### src/rtl/vga_timing.sv
// Raster timing generator for the VGA output: pixel/line counters, syncs,
// visible-area flag and line/frame strobes, all advancing on pix_en.
module vga_timing #(
    parameter int H_VISIBLE       = 640,
    parameter int H_FRONT         = 16,
    parameter int H_SYNC          = 96,
    parameter int H_BACK          = 48,
    parameter int V_VISIBLE       = 480,
    parameter int V_FRONT         = 10,
    parameter int V_SYNC          = 2,
    parameter int V_BACK          = 33,
    parameter int SYNC_ACTIVE_LOW = 1
) (
    input  logic       clk,
    input  logic       rst_n,
    input  logic       pix_en,
    output logic [9:0] x,
    output logic [9:0] y,
    output logic       hsync,
    output logic       vsync,
    output logic       in_frame,
    output logic       line_end,
    output logic       frame_end
);

    localparam int H_TOTAL = H_VISIBLE + H_FRONT + H_SYNC + H_BACK;
    localparam int V_TOTAL = V_VISIBLE + V_FRONT + V_SYNC + V_BACK;

    localparam logic [9:0] H_LAST   = 10'(H_TOTAL - 1);
    localparam logic [9:0] V_LAST   = 10'(V_TOTAL - 1);
    localparam logic [9:0] H_VIS    = 10'(H_VISIBLE);
    localparam logic [9:0] V_VIS    = 10'(V_VISIBLE);
    localparam logic [9:0] HS_START = 10'(H_VISIBLE + H_FRONT);
    localparam logic [9:0] HS_END   = 10'(H_VISIBLE + H_FRONT + H_SYNC);
    localparam logic [9:0] VS_START = 10'(V_VISIBLE + V_FRONT);
    localparam logic [9:0] VS_END   = 10'(V_VISIBLE + V_FRONT + V_SYNC);

    localparam logic SYNC_ON  = (SYNC_ACTIVE_LOW != 0) ? 1'b0 : 1'b1;
    localparam logic SYNC_OFF = ~SYNC_ON;

    logic [9:0] x_nxt;
    logic [9:0] y_nxt;
    logic       at_line_last;
    logic       hs_nxt;
    logic       vs_nxt;
    logic       in_frame_nxt;

    assign at_line_last = (x == H_LAST);

    // Next counter values; sync and visible flags are derived from these so
    // the registered outputs line up with the x/y they are presented with.
    always_comb begin
        x_nxt = x;
        y_nxt = y;
        if (pix_en) begin
            if (at_line_last) begin
                x_nxt = '0;
                y_nxt = (y == V_LAST) ? '0 : y + 10'd1;
            end else begin
                x_nxt = x + 10'd1;
            end
        end
        hs_nxt       = ((x_nxt >= HS_START) && (x_nxt < HS_END)) ? SYNC_ON : SYNC_OFF;
        vs_nxt       = ((y_nxt >= VS_START) && (y_nxt < VS_END)) ? SYNC_ON : SYNC_OFF;
        in_frame_nxt = (x_nxt < H_VIS) && (y_nxt < V_VIS);
    end

    // Counter and registered output state; reset lands on (0,0) outright.
    always_ff @(posedge clk) begin
        if (!rst_n) begin
            x        <= '0;
            y        <= '0;
            hsync    <= SYNC_OFF;
            vsync    <= SYNC_OFF;
            in_frame <= 1'b1;
        end else begin
            x        <= x_nxt;
            y        <= y_nxt;
            hsync    <= hs_nxt;
            vsync    <= vs_nxt;
            in_frame <= in_frame_nxt;
        end
    end

    // Strobes are gated by pix_en so they last one clk even at a slow pixel
    // rate, and are held off while reset is asserted.
    assign line_end  = rst_n & pix_en & at_line_last;
    assign frame_end = line_end & (y == V_LAST);

endmodule
### config.mk
export PLATFORM = sky130hd
export DESIGN_NAME = vga_timing
export DESIGN_NICKNAME = d
export VERILOG_FILES = /design/src/rtl/vga_timing.sv
export SDC_FILE = /design/constraint.sdc
export NUM_CORES = 1
export LEC_CHECK = 0
export ABC_AREA = 1
export CAP_MARGIN = 20
export CORE_UTILIZATION = 30
export CTS_CLUSTER_DIAMETER = 40
export DETAILED_ROUTE_END_ITERATION = 8
export PLACE_DENSITY_LB_ADDON = 0.12
export SYNTH_ARGS = -nofsm -noshare
export SYNTH_HDL_FRONTEND = slang
export SYNTH_SLANG_ARGS = --single-unit
### constraint.sdc
create_clock -name clk -period 2 [get_ports clk]
set_input_delay 0.4 -clock clk [delete_from_list [all_inputs] [get_ports clk]]
set_output_delay 0.4 -clock clk [all_outputs]
set_load 0.05 [all_outputs]
==> summary.md <==
| Metric | Value |
|---|---|
| RSZ-0062 raised after global routing | `true` |
| Total Power | `0.878 mW` |
| Total track usage | `14.7%` |
| Tmin final | `1.93 ns` |
| Final WL | `3.43 mm` |
| Fraction of layout cells with a size suffix above 1 | `26.1%` |
| Multi-input logic area | `836 sq um` |
| Antenna fix cells | `0` |
| Register-to-Register Path Depth | `14` |
| Reg clk slew, reported paths | `0.09 ns` |
| R2r setup slk | `0.21 ns` |
| Final HPWL DP | `2.72 mm` |
| Core area | `0.00441 sq mm` |
| Critical hold path startpoint | `x[1]$_SDFF_PN0_` |
| DRT Pass-1 Iters | `4` |
| ANT nets after route | `0` |
| Initial Utilization | `31.7%` |
| WHS Endpoint | `x[1]$_SDFF_PN0_` |
| Final setup vio count | `0` |
| Detailed Route Iter0 Violations | `39` |
| Peak supply drop | `0.206 mV` |
| Final Slew Violations | `0` |
| Largest net degree at the start of global routing | `13` |
| IO Port Bufs | `27` |
| IO Count | `28` |
| Max H-tree Level | `1` |
| Final Cell Area | `0.00199 sq mm` |
| Mapped Area | `0.00140 sq mm` |
| Grt total ovfl | `0` |
| Least-Margin Pin Slew | `0.498 ns` |
| Worst r2r src | `y[1]$_SDFF_PN0_` |
| Initial antenna violation count | `0` |
| Fillers | `473` |
| DRC | `0` |
| FF/Latch Area | `472 sq um` |
| Worst Setup End Kind | `output pin` |
| GP Congestion | `0.815` |
| Seq/Total Area, Yosys | `32.9%` |
| Count of cell types in the netlist | `28` |
| Worst hold slack | `0.503 ns` |
| Inserted Clock Buffers | `3` |
| CTS tree | `yes` |
| Worst Path Max Fanout | `4` |
| Pwr Density | `440 mW/mm^2` |
| FP Rows | `24` |
| Layout Skew | `0.00481 ns` |
| Die span in x | `70.3 um` |
| Synth Warn # | `0` |
| Die Area | `0.00495 sq mm` |
| Crit Path Class | `reg2out` |
| Crit share post-route | `96.4%` |
| Skew-Pair Late Insertion Delay | `0.27 ns` |
| Seq cells post-synth | `23` |
| Hold_buf cts | `0` |
| Area added between synthesis and finish | `42.3%` |
| Reg-to-Reg End | `vsync$_SDFF_PN1_` |
| Syn avg cell area | `6.61 sq um` |
| DR vias/cell | `4.44` |
| DP Area | `0.00185 sq mm` |
| Crit path DAT | `1.53 ns` |
| Hold Path Depth | `2` |
| Vias in the first global route | `1325` |
| Clock sink total | `23` |
| Cells after Synth | `212` |
| Global-route wire length before repair | `5.73 mm` |
| Max clock buf depth | `2` |
| Outcome | `finished clean` |
| Min-delay worst type | `reg2reg` |
| Leakage | `0.916 nW` |
| Fmax | `518 MHz` |
| CP startpoint kind | `flop` |
| Root buffer cell | `clkbuf_8` |
| Vias | `1404` |
| Net count after synthesis | `218` |
| Total of max-cap violations | `0` |
| Routed length per instance | `10.8 um` |
| Chip height | `70.3 um` |
| # nets final | `271` |
| Normalized max-slew margin | `66.7%` |
| Critical Path RT | `1.60 ns` |
| Final Hold Fails | `0` |
how the worst max path moves through the flow:
| stage | start | end | slack [ns] | depth (start not counted) |
|---|---|---|---|---|
| after floorplan | x[8]$_SDFF_PN0_ | vsync$_SDFF_PN1_ | 0.006 | 9 |
| after global placement | pix_en | in_frame$_SDFF_PN1_ | -0.1 | 12 |
| after detailed placement | pix_en | in_frame$_SDFF_PN1_ | -0.12 | 12 |
| after CTS | y[0]$_SDFF_PN0_ | frame_end | 0.01 | 7 |
| after global routing | y[0]$_SDFF_PN0_ | frame_end | -0.01 | 7 |
| final | y[0]$_SDFF_PN0_ | frame_end | 0.07 | 7 |
metrics by stage:
stage | std cells | TNS [ns] | worst slack (ns) | util, %
2_1_floorplan | 212 | 0 | 0.00611 | -
5_1_grt | 316 | -0.00985 | -0.00985 | 45.2
4_1_cts | 314 | 0 | 0.0136 | 44.4
3_5_place_dp | 302 | -0.372 | -0.121 | 42.0
6_report | 316 | 0 | 0.0712 | 45.2
3_3_place_gp | 302 | -0.213 | -0.0963 | 42.0
cell type report:
| type | instances | area share [%] |
|---|---|---|
| Multi-Input combinational cell | 153 | 41.9 |
| Clock buffer | 4 | 2.26 |
| Inverter | 34 | 6.40 |
| Sequential cell | 23 | 23.7 |
| Timing Repair Buffer | 50 | 22.5 |
| Tap cell | 52 | 3.26 |
layer usage:
layer	global-route usage (%)	vias up	part of all wire [%]
met4	4.67	0	1.2
met1	16.8	615	45
met2	27.2	17	51
li1	-	768	-
met5	0	-	0
met3	2.74	4	2.8
Yosys cell counts:
| cell type | number | area [sq um] |
|---|---|---|
| nand2_1 | 57 | 214 |
| inv_1 | 31 | 116 |
| nor2_1 | 31 | 116 |
| dfxtp_1 | 23 | 460 |
| nand3_1 | 17 | 85.1 |
| nand4_1 | 6 | 37.5 |
| nor3_1 | 6 | 30.0 |
| nor2_4 | 5 | 56.3 |
| o21ai_0 | 5 | 25.0 |
| nand2_2 | 4 | 25.0 |
| ha_1 | 3 | 37.5 |
| inv_2 | 3 | 11.3 |
| o21ai_1 | 3 | 15.0 |
| a21o_1 | 2 | 15.0 |
| nor2_2 | 2 | 12.5 |
| xnor2_1 | 2 | 17.5 |
| a21oi_1 | 1 | 5.00 |
| and2_1 | 1 | 6.26 |
| and3_4 | 1 | 11.3 |
| buf_4 | 1 | 7.51 |
| clkbuf_1 | 1 | 3.75 |
| nand3_2 | 1 | 10.0 |
| nand4_4 | 1 | 21.3 |
| nor2_8 | 1 | 20.0 |
| nor3b_1 | 1 | 7.51 |
| o21ai_2 | 1 | 8.76 |
| xor2_1 | 1 | 8.76 |
| xor2_2 | 1 | 16.3 |
sequential cells by signal, indices dropped and copies added (netlist names):
signal / cells
hsync: 1
in_frame: 1
vsync: 1
x: 10
y: 10
logic make-up after synthesis:
kind of cell | after synthesis | share of synthesized area [%]
simple gates | 134 | 46.6
buf+inv | 36 | 9.91
compound gates | 12 | 4.91
flops | 23 | 32.9
fa+ha+maj | 3 | 2.68
xor+xnor | 4 | 3.04
cell usage in the layout, fill, tap and decap left out, types with 2 or more instances in the layout:
master           instances
nand2_1                 56
nor2_1                  30
inv_1                   29
buf_4                   28
clkdlybuf4s50_1         19
nand3_1                 17
dfxtp_1                 14
dfxtp_2                  9
nand4_1                  6
inv_2                    5
nand2_2                  5
nor2_4                   5
o21ai_0                  5
nor3_1                   4
nor2_2                   3
o21ai_1                  3
clkbuf_8                 3
a21o_1                   2
xnor2_1                  2
ha_1                     2
buf_12                   2
power breakdown:
| part | internal (mW) | total [mW] | leakage [nW] | switching (mW) |
|---|---|---|---|---|
| Combinational | 0.0405 | 0.103 | 0.703 | 0.0626 |
| Sequential | 0.465 | 0.473 | 0.190 | 0.00773 |
| Clock | 0.142 | 0.302 | 0.0228 | 0.160 |
| Total | 0.648 | 0.878 | 0.916 | 0.230 |
critical path: stages (launching register included):
cell and delay (ns):
dfxtp_2 0.35, inv_2 0.08, ha_4 0.13, nand4_1 0.12, nor2_2 0.16, nand2_2 0.09, nor3_4 0.17, buf_12 0.16
repair_timing:
item / in CTS / in global routing
resized for setup: 4 / 5
setup buffers: 8 / 2
endpoints found under the setup margin: 2 / 2
pin swaps: 4 / 2
No activity file was read; power rests on OpenSTA's default activity.
